$ cat config.mk
export PLATFORM = sky130hd
export DESIGN_NAME = vscale_htif_pcr_responder
export DESIGN_NICKNAME = d
export VERILOG_FILES = /design/src/rtl/vscale_htif_pcr_responder_pkg.sv /design/src/rtl/vscale_htif_pcr_responder_cycle_counter.sv /design/src/rtl/vscale_htif_pcr_responder.sv
export SDC_FILE = /design/constraint.sdc
export NUM_CORES = 1
export LEC_CHECK = 0
export CAP_MARGIN = 10
export CORE_ASPECT_RATIO = 0.6
export CORE_MARGIN = 2
export CORE_UTILIZATION = 47
export DETAILED_ROUTE_END_ITERATION = 6
export PLACE_DENSITY = 0.93
export SYNTH_ARGS = -nofsm -noshare
export SYNTH_HDL_FRONTEND = slang
export SYNTH_SLANG_ARGS = --single-unit
$ cat constraint.sdc
create_clock -name clk -period 20.1 [get_ports clk]
set_input_delay 5.025 -clock clk [delete_from_list [all_inputs] [get_ports clk]]
set_output_delay 5.025 -clock clk [all_outputs]
set_load 0.01 [all_outputs]
$ cat src/rtl/vscale_htif_pcr_responder_pkg.sv
// Shared constants for the HTIF PCR responder: CSR address map, control widths and FSM encodings.
// Optional cycle CSR is controlled by VSCALE_HTIF_CYCLE_CSR_EN in the consuming modules.
package vscale_htif_pcr_responder_pkg;

    localparam int HTIF_PCR_WIDTH = 64;
    localparam int CSR_ADDR_WIDTH = 12;

    localparam logic [11:0] CSR_ADDR_TO_HOST   = 12'h780;
    localparam logic [11:0] CSR_ADDR_FROM_HOST = 12'h781;
    localparam logic [11:0] CSR_ADDR_CYCLE     = 12'hC00;

    typedef enum logic {
        HTIF_ST_IDLE = 1'b0,
        HTIF_ST_RESP = 1'b1
    } htif_state_t;

endpackage

$ cat src/rtl/vscale_htif_pcr_responder_cycle_counter.sv
// Free-running 64-bit cycle counter backing the optional cycle CSR; zero latency, no backpressure.
// Only built when VSCALE_HTIF_CYCLE_CSR_EN is defined.
`ifdef VSCALE_HTIF_CYCLE_CSR_EN
module vscale_cycle_counter (
    input  logic        clk,
    input  logic        reset,
    output logic [63:0] count
);

    always_ff @(posedge clk or posedge reset) begin
        if (reset) begin
            count <= '0;
        end else begin
            count <= count + 64'd1;
        end
    end

endmodule
`endif

$ cat src/rtl/vscale_htif_pcr_responder.sv
// HTIF PCR target responder serving tohost/fromhost; response one cycle after acceptance, one request
// outstanding (req_ready low until the response handshakes). Cycle CSR under VSCALE_HTIF_CYCLE_CSR_EN.
module vscale_htif_pcr_responder
    import vscale_htif_pcr_responder_pkg::*;
#(
    parameter int PCR_W  = HTIF_PCR_WIDTH,
    parameter int ADDR_W = CSR_ADDR_WIDTH
) (
    input  logic              clk,
    input  logic              reset,
    input  logic              htif_pcr_req_valid,
    output logic              htif_pcr_req_ready,
    input  logic              htif_pcr_req_rw,
    input  logic [ADDR_W-1:0] htif_pcr_req_addr,
    input  logic [PCR_W-1:0]  htif_pcr_req_data,
    output logic              htif_pcr_resp_valid,
    input  logic              htif_pcr_resp_ready,
    output logic [PCR_W-1:0]  htif_pcr_resp_data,
    input  logic              tohost_wen,
    input  logic [PCR_W-1:0]  tohost_wdata,
    input  logic              fromhost_clr,
    output logic [PCR_W-1:0]  fromhost,
    output logic [PCR_W-1:0]  tohost
);

    htif_state_t      state;
    logic [PCR_W-1:0] rd_data;
    logic             is_to_host;
    logic             is_from_host;

`ifdef VSCALE_HTIF_CYCLE_CSR_EN
    logic [63:0] cycle_count;

    vscale_cycle_counter u_cycle (
        .clk   (clk),
        .reset (reset),
        .count (cycle_count)
    );
`endif

    assign is_to_host   = (htif_pcr_req_addr == ADDR_W'(CSR_ADDR_TO_HOST));
    assign is_from_host = (htif_pcr_req_addr == ADDR_W'(CSR_ADDR_FROM_HOST));

    assign htif_pcr_req_ready  = (state == HTIF_ST_IDLE);
    assign htif_pcr_resp_valid = (state == HTIF_ST_RESP);

    always_comb begin
        rd_data = '0;
        if (!htif_pcr_req_rw) begin
            if (is_to_host) begin
                rd_data = tohost;
            end else if (is_from_host) begin
                rd_data = fromhost;
            end
`ifdef VSCALE_HTIF_CYCLE_CSR_EN
            else if (htif_pcr_req_addr == ADDR_W'(CSR_ADDR_CYCLE)) begin
                rd_data = PCR_W'(cycle_count);
            end
`endif
        end
    end

    // Core strobes are applied around the host case so that the core wins on tohost
    // and the host wins on fromhost when both touch the register in one cycle.
    always_ff @(posedge clk or posedge reset) begin
        if (reset) begin
            state              <= HTIF_ST_IDLE;
            htif_pcr_resp_data <= '0;
            tohost             <= '0;
            fromhost           <= '0;
        end else begin
            if (fromhost_clr) begin
                fromhost <= '0;
            end
            case (state)
                HTIF_ST_IDLE: begin
                    if (htif_pcr_req_valid) begin
                        state              <= HTIF_ST_RESP;
                        htif_pcr_resp_data <= rd_data;
                        if (!htif_pcr_req_rw && is_to_host) begin
                            tohost <= '0;
                        end
                        if (htif_pcr_req_rw && is_from_host) begin
                            fromhost <= htif_pcr_req_data;
                        end
                    end
                end
                HTIF_ST_RESP: begin
                    if (htif_pcr_resp_ready) begin
                        state <= HTIF_ST_IDLE;
                    end
                end
                default: state <= HTIF_ST_IDLE;
            endcase
            if (tohost_wen) begin
                tohost <= tohost_wdata;
            end
        end
    end

endmodule

* After elaboration in Yosys (flattened, before gate mapping)
Index checks and enable logic that the tools add are counted.
Widths: inputs -> output; s select.
** Cells by class
- Equality and inequality tests :: 3
- Mux-type cells :: 14
- Bitwise gates (word level) :: 1
- Reduce and logical (&&, ||, !) cells :: 7
** Operators with widths (number)
- $mux 64 :: 11
- $eq 12x11->1 const B :: 2
- $reduce_bool 2->1 :: 2
- $reduce_and 3->1 :: 1
- $logic_and 1x1->1 :: 2
- $mux 1 :: 2
- $ne 2x2->1 const B :: 1
- $pmux 1 s2 :: 1
- $reduce_and 2->1 :: 1
- $logic_not 1->1 :: 1
- $not 1->1 :: 1
** Storage, ports and cells
- Input port bits :: 147
- Output and inout port bits :: 194
- Register bits after elaboration :: 193
- Logic and storage cells :: 29

* Depth between registers and ports, before layout
Gate-level depths: netlist of run 1.
- Word-level depth :: 6
- Gate-level depth with buffers :: 5
- Mapped depth without buffers :: 3

* Worst setup path after synthesis of run 1
OpenSTA, ideal clock, no wires.
- Kind :: input to register
- From :: input htif_pcr_req_addr[5]
- To :: register fromhost[0]
- Slack :: 13.320 ns
- Data required time :: 19.975 ns
- Stages :: 5
- Buffers on the path :: 2
- Data arrival time :: 6.654 ns
- Library setup time :: 0.125 ns
- Cells stage by stage :: or4b_4 > or4_1 > buf_6 > buf_8 > mux2_4
** On the way
- Word-level cells in the longest chain between the ends :: 5
** Ends and longest elaborated chain
- start, declared :: RTL line vscale_htif_pcr_responder.sv:14 : input logic [ADDR_W-1:0] htif_pcr_req_addr,
- $eq 12x11->1 :: RTL line vscale_htif_pcr_responder.sv:42 : assign is_from_host = (htif_pcr_req_addr == ADDR_W'(CSR_ADDR_FROM_HOST));
- $logic_and 1x1->1 :: RTL line vscale_htif_pcr_responder.sv:83 : if (htif_pcr_req_rw && is_from_host) begin
- $mux 64 :: RTL line vscale_htif_pcr_responder.sv:83
- $mux 64 :: RTL line vscale_htif_pcr_responder.sv:77 : if (htif_pcr_req_valid) begin
- $mux 64 :: RTL line vscale_htif_pcr_responder.sv:75 : case (state)
- end signal, assigned :: RTL line vscale_htif_pcr_responder.sv:84 : fromhost <= htif_pcr_req_data;
- end, declared :: RTL line vscale_htif_pcr_responder.sv:22 : output logic [PCR_W-1:0] fromhost,
No other way between the ends.
A chain may end at the register's enable or synchronous reset.

* Final worst setup path of run 1
- From :: input htif_pcr_req_addr[8]
- To :: register htif_pcr_resp_data[39]
** On the way
- Word-level cells in the longest chain between the ends :: 4
- Elaborated cells between the ends (all ways) :: 5
- Those cells by class :: eq/ne: 2; mux: 3
** Ends and longest elaborated chain
- $eq 12x11->1 :: RTL line vscale_htif_pcr_responder.sv:42
- $mux 64 :: RTL line vscale_htif_pcr_responder.sv:52 : end else if (is_from_host) begin
- $mux 64 (*) :: RTL line vscale_htif_pcr_responder.sv:50 : if (is_to_host) begin
- $mux 64 (*) :: RTL line vscale_htif_pcr_responder.sv:49 : if (!htif_pcr_req_rw) begin
- end signal, assigned :: RTL line vscale_htif_pcr_responder.sv:79 : htif_pcr_resp_data <= rd_data;
- end, declared :: RTL line vscale_htif_pcr_responder.sv:18 : output logic [PCR_W-1:0] htif_pcr_resp_data,
Mark *: on every way between the ends. The rest lies on a longest branch, timed or not.

==> flow_metrics.py, run 1 <==
metrics = {
    "worst_setup_path": {
        "worst_path_max_delay_cell": "or4_2",
        "rrSetupSlack_ns": 17.24,
        "slowest_delay_ns": 1.04,
        "worstSetupPathType": "input port to flop",
        "cp-start-kind": "input port",
        "reg2reg_depth": 4,
        "cp_cell_sequence": "clkdlybuf4s50_1 > or3b_2 > or4_2 > buf_4 > o221ai_1",
        "worstPathRequired_ns": 20.40,
        "r2r_end": "htif_pcr_resp_data[39]$_DFFE_PP0P_",
        "r2r_start": "htif_pcr_resp_valid$_DFF_PP0_",
        "cp_max_fo": 36,
        "worstPathArrival_ns": 7.76,
        "cp-end-kind": "flop",
    },
    "floorplan": {
        "dieArea_um2": 19040,
        "die_w_um": 176.8,
        "rows": 37,
        "fp.coreArea_um2": 17310,
        "die_y_um": 107.7,
        "initial_core_util_pct": 48.63,
        "ioPinCount": 341,
    },
    "sta": {
        "hold_violations": 0,
        "fin_tns_setup_ns": 0,
        "max_slew.worst_pin.slew_ns": 0.9984,
        "period_share_pct": 37.12,
        "final.min_clock_period_ns": 7.461,
        "finalMaxSlewViolations": 0,
        "finalSetupViolations": 0,
        "rsz0062_at_grt": "no",
        "skew_ns": 0.01442,
        "hold_slack_ns": 0.4915,
        "slew-limit-headroom_pct": 33.44,
        "max_freq_mhz": 134.0,
    },
    "cts": {
        "clock_path_buffers": 2,
        "cts_tree": "built",
        "numCtsBuffers": 17,
        "post_cts_buffers": 0,
        "htree_levels": 4,
        "path_clk_slew_ns": 0.07,
        "root_buffer": "clkbuf_16",
        "cts_sinks": 193,
        "clock_latency_ns": 0.42,
        "cts_resized": 0,
        "postCtsHoldBufs": 0,
    },
    "place": {
        "gp_routability_congestion": 0.8221,
        "portBuffers": 340,
        "placed_cell_area_um2": 11910,
        "dp_hpwl_um": 19240,
        "dp.cells": 1301,
    },
    "synth": {
        "syn_nets": 921,
        "synth_cell_types": 23,
        "synth_sequential_area_ratio_pct": 57.36,
        "yosys.area.top_type_share_pct": 57.36,
        "synth_top_cell_by_area": "dfrtp_1",
        "yosys_warnings": 0,
        "syn_inst": 774,
        "synth.ff_latch_count": 193,
        "syn_area_per_cell_um2": 10.88,
        "synth.area.top_cells": "dfrtp_1 57%, mux2_4 11%, o221ai_1 6.7%",
        "netlist_area_um2": 8419,
    },
    "grt": {
        "grt_overflow": 0,
        "grt_pass1_vias": 7366,
        "grt_pass1_wl_um": 40870,
        "grt_antenna_before_repair": 1,
        "grt_max_degree": 129,
        "grt_usage_pct": 28.10,
    },
    "power_and_ir_drop": {
        "combPwrFrac_pct": 12.4,
        "power_switching_uw": 213.5,
        "powerDensity_nw_per_um2": 66.59,
        "pwr-share-seq_pct": 49.1,
        "p_int_uw": 617.6,
        "swShare_pct": 25.69,
        "power.leakage_nw": 5.687,
        "p_clk_share_pct": 38.5,
        "vdd_drop_max_uv": 44.21,
    },
    "flow_run": {
        "maxCapViolCount": 0,
    },
    "routing": {
        "wire_per_inst_um": 19.90,
        "post-route-drc-count": 0,
        "avgViaCountPerCell": 5.342,
        "ant_nets": 0,
        "first_iter_violations": 608,
        "wl_um": 26510,
        "drtPass1Iterations": 5,
        "via_count": 7116,
    },
    "final_layout": {
        "design_area_um2": 12480,
        "drive_above_1_share_pct": 10.20,
        "areaGrowthSynthToFinish_pct": 48.24,
        "nets": 1234,
        "post-route-util_pct": 72.08,
        "antenna_cells": 0,
        "final_cells": 1332,
    },
    "hold_path": {
        "whs_endpoint": "htif_pcr_resp_data[3]$_DFFE_PP0P_",
        "hold_path_class": "flop to flop",
        "hold_start": "htif_pcr_resp_data[3]$_DFFE_PP0P_",
        "min_path_cells": 2,
    },
    "outcome": {
        "status": "finished, final reports clean",
    },
}
==> power by group through the flow <==
stage / registers, mW / clock network, mW / logic [mW]
2_1_floorplan: 0.420 / 0 / 0.0306
3_3_place_gp: 0.415 / 0 / 0.0998
3_5_place_dp: 0.415 / 0 / 0.102
4_1_cts: 0.408 / 0.325 / 0.103
5_1_grt: 0.409 / 0.346 / 0.111
6_report: 0.408 / 0.320 / 0.103
==> registers in the layout, indices dropped and copies added (netlist names) <==
signal,count
fromhost,64
tohost,64
htif_pcr_resp_valid,1
htif_pcr_resp_data,64
==> metal layers <==
metal,vias to the layer above,track usage [%],wire length (µm)
li1,3200,-,-
met1,3516,36.45,10610
met2,355,47.43,13100
met3,43,7.521,2257
met4,2,6.434,520
met5,-,0,16
==> cells in the mapped netlist <==
library cell / count
nor2_1: 64
nand2b_1: 1
nand4bb_1: 1
or4_1: 3
inv_1: 130
buf_2: 2
o221ai_1: 64
buf_1: 8
mux2_4: 60
or4bb_1: 1
or3b_2: 1
buf_6: 1
clkbuf_1: 38
o21ai_0: 1
nand2_1: 128
buf_8: 6
nor4_2: 1
or4b_1: 1
dfrtp_1: 193
or4b_4: 1
nand4b_1: 1
mux2_2: 4
o31ai_1: 64
==> cell families after synthesis <==
logic type | after synthesis | synth area share, %
buffers and inverters | 185 | 9.169
multiplexers | 64 | 11.23
AO/OA/AOI/OAI | 129 | 12.42
AND/OR/NAND/NOR | 203 | 9.808
flip-flops | 193 | 57.36
==> worst max path at each step <==
stage	from	endpoint	cells after the start
2_1_floorplan	reset	fromhost[0]$_DFF_PP0_	1
3_3_place_gp	htif_pcr_req_addr[8]	fromhost[22]$_DFF_PP0_	5
3_5_place_dp	htif_pcr_req_valid	htif_pcr_resp_data[39]$_DFFE_PP0P_	5
4_1_cts	htif_pcr_req_valid	htif_pcr_resp_data[39]$_DFFE_PP0P_	5
5_1_grt	htif_pcr_req_valid	htif_pcr_resp_data[39]$_DFFE_PP0P_	5
6_report	htif_pcr_req_addr[8]	htif_pcr_resp_data[39]$_DFFE_PP0P_	5
==> layout make-up <==
| class | instances | area (µm²) |
|---|---|---|
| Tap cell | 234 | 292.8 |
| Clock buffer | 18 | 429.2 |
| Sequential cell | 193 | 4830 |
| Clock inverter | 12 | 115.1 |
| Inverter | 130 | 495.5 |
| Fill cell | 1173 | 4833 |
| Multi-Input combinational cell | 396 | 2835 |
| Timing Repair Buffer | 349 | 3483 |
==> layout by cell type (no fill, tap or decap), drive strengths merged <==
master	instances
or4bb	1
o31ai	64
nand4b	1
nor2	64
or4	3
nand4bb	1
clkdlybuf4s50	338
buf	11
dfrtp	193
or3b	1
inv	138
or4b	2
nor4	1
o21ai	1
o221ai	64
nand2b	1
clkinv	4
nand2	128
clkbuf	18
mux2	64
==> stage by stage <==
step / worst slack [ns] / power (mW)
after detailed placement: 12.23 / 0.5174
final: 12.64 / 0.8311
after global placement: 12.37 / 0.5144
after floorplan: 9.819 / 0.4502
after CTS: 12.66 / 0.8357
after global routing: 12.58 / 0.8652
==> worst max-delay path: cells and delay by family <==
kind / cells / cell delay [ns]
and+or+nand+nor: 2 / 1.56
AOI/OAI and AO/OA: 1 / 0.30
buffers and inverters: 2 / 0.86
Power figures use the tool's default switching activity.
==> run 2, diff against run 1 <==
- CORE_UTILIZATION: 47 -> 44
- PLACE_DENSITY: 0.93 -> 0.88
- clock period: 20.1 -> 7.5 ns (I/O delays scaled with it)
==> flow_metrics.py, run 2 (synthesis results as in run 1) <==
metrics = {
    "place": {
        "gp_routability_congestion": 0.8281,
        "portBuffers": 340,
        "dp_hpwl_um": 18510,
        "dp.cells": 1314,
    },
    "cts": {
        "postCtsHoldBufs": 0,
        "path_clk_slew_ns": 0.07,
        "cts_resized": 0,
        "cts_tree": "built",
        "cts_sinks": 193,
        "clock_latency_ns": 0.43,
        "numCtsBuffers": 17,
        "htree_levels": 4,
        "root_buffer": "clkbuf_16",
        "post_cts_buffers": 0,
        "clock_path_buffers": 2,
    },
    "worst_setup_path": {
        "worstSetupPathType": "input port to flop",
        "rrSetupSlack_ns": 4.62,
        "slowest_delay_ns": 0.97,
        "cp-start-kind": "input port",
        "cp_max_fo": 34,
        "worstPathRequired_ns": 7.83,
        "reg2reg_depth": 4,
        "cp_cell_sequence": "clkdlybuf4s50_1 > or4b_1 > or4_2 > buf_4 > o221ai_1",
        "worst_path_max_delay_cell": "or4_2",
        "critical-path-top-delay-family": "simple AND/OR/NAND/NOR gates",
        "crit_buf_inv": 2,
        "cp-end-kind": "flop",
        "cp.depth": 5,
        "worstPathArrival_ns": 4.63,
    },
    "routing": {
        "wl_um": 26220,
        "via_count": 7056,
        "first_iter_violations": 454,
        "wire_per_inst_um": 19.50,
        "avgViaCountPerCell": 5.246,
        "drtPass1Iterations": 5,
        "ant_nets": 0,
        "post-route-drc-count": 0,
    },
    "final_layout": {
        "final_cells": 1345,
        "top_regs": "fromhost (64), htif_pcr_resp_data (64), tohost (64)",
        "drive_above_1_share_pct": 10.37,
        "nets": 1234,
        "seqCellArea_um2": 4830,
        "nFillCells": 1409,
        "areaGrowthSynthToFinish_pct": 48.49,
        "mostFrequentLayoutCells": "338 x clkdlybuf4s50_1, 193 x dfrtp_1, 129 x inv_1",
        "multi_input_area_um2": 2835,
        "antenna_cells": 0,
        "final_common_cell": "clkdlybuf4s50_1",
    },
    "sta": {
        "skew_ns": 0.01044,
        "hold_violations": 0,
        "finalMaxSlewViolations": 0,
        "finalSetupViolations": 0,
        "rsz0062_at_grt": "no",
        "final.min_clock_period_ns": 4.308,
        "slew-limit-headroom_pct": 33.11,
        "period_share_pct": 57.44,
        "max_freq_mhz": 232.1,
        "max_slew.worst_pin.slew_ns": 1.003,
        "fin_tns_setup_ns": 0,
    },
    "hold_path": {
        "hold_path_class": "flop to flop",
        "min_path_cells": 2,
    },
    "grt": {
        "grt_pass1_vias": 7320,
        "grt_usage_pct": 26.24,
        "grt_max_degree": 141,
        "use_met2_pct": 41.27,
        "grt_overflow": 0,
        "use_met1_pct": 35.74,
        "grt_antenna_before_repair": 0,
        "grt_pass1_wl_um": 40940,
        "busiest_layer": "met2",
        "grtUsageMet3_pct": 7.687,
    },
    "floorplan": {
        "rows": 39,
        "die_w_um": 182.6,
        "ioPinCount": 341,
        "dieArea_um2": 20290,
        "die_y_um": 111.2,
        "initial_core_util_pct": 44.58,
        "fp.coreArea_um2": 18880,
    },
    "power_and_ir_drop": {
        "powerDensity_nw_per_um2": 180.2,
        "vdd_drop_max_uv": 125.5,
        "power.leakage_nw": 5.693,
    },
    "outcome": {
        "status": "finished, final reports clean",
    },
    "flow_run": {
        "maxCapViolCount": 0,
    },
}
[run 2: path summary, 6_finish.rpt]
kind,startpoint,to
min reg2reg,htif_pcr_resp_data[37]$_DFFE_PP0P_,htif_pcr_resp_data[37]$_DFFE_PP0P_
max,htif_pcr_req_valid,htif_pcr_resp_data[51]$_DFFE_PP0P_
max reg2reg,htif_pcr_resp_valid$_DFF_PP0_,htif_pcr_resp_data[51]$_DFFE_PP0P_
max in group asynchronous,reset,htif_pcr_resp_data[41]$_DFFE_PP0P_
min,htif_pcr_resp_data[37]$_DFFE_PP0P_,htif_pcr_resp_data[37]$_DFFE_PP0P_
min in group asynchronous,reset,htif_pcr_resp_data[58]$_DFFE_PP0P_
[run 2: metal layers]
metal,vias to the layer above,wire [µm]
met5,-,0
met4,0,426
met1,3490,11410
met3,35,2050
met2,321,12340
li1,3210,-
[run 2: area by class of cell]
class | count | share of cell area (%)
Multi-Input combinational cell | 396 | 22.68
Inverter | 130 | 3.963
Clock inverter | 12 | 0.9408
Timing Repair Buffer | 349 | 27.70
Sequential cell | 193 | 38.63
Clock buffer | 19 | 3.623
Tap cell | 246 | 2.462
[run 2: worst reg2reg max path: cells and delay by family (launching register included)]
kind / cells / cell delay [ns]
AOI/OAI and AO/OA: 1 / 0.29
DFF: 1 / 0.48
and+or+nand+nor: 2 / 1.62
buffers and inverters: 1 / 0.40
[run 2: metrics by stage]
stage	setup WS (ns)	util [%]	total power, mW	cell area (µm²)	hold slack, ns
6_report	3.192	66.20	2.253	12500	0.4960
5_1_grt	3.105	66.20	2.341	12500	0.5114
4_1_cts	3.200	66.20	2.269	12500	0.4922
3_5_place_dp	2.758	63.18	1.386	11930	0.4731
3_3_place_gp	2.841	63.18	1.381	11930	0.4691
2_1_floorplan	0.3695	-	1.206	8419	0.5241
[run 2: where the power goes]
group          internal (mW)  switching [mW]
Clock                  0.458           0.429
Combinational          0.145           0.128
Sequential              1.07          0.0213
Total                   1.67           0.579
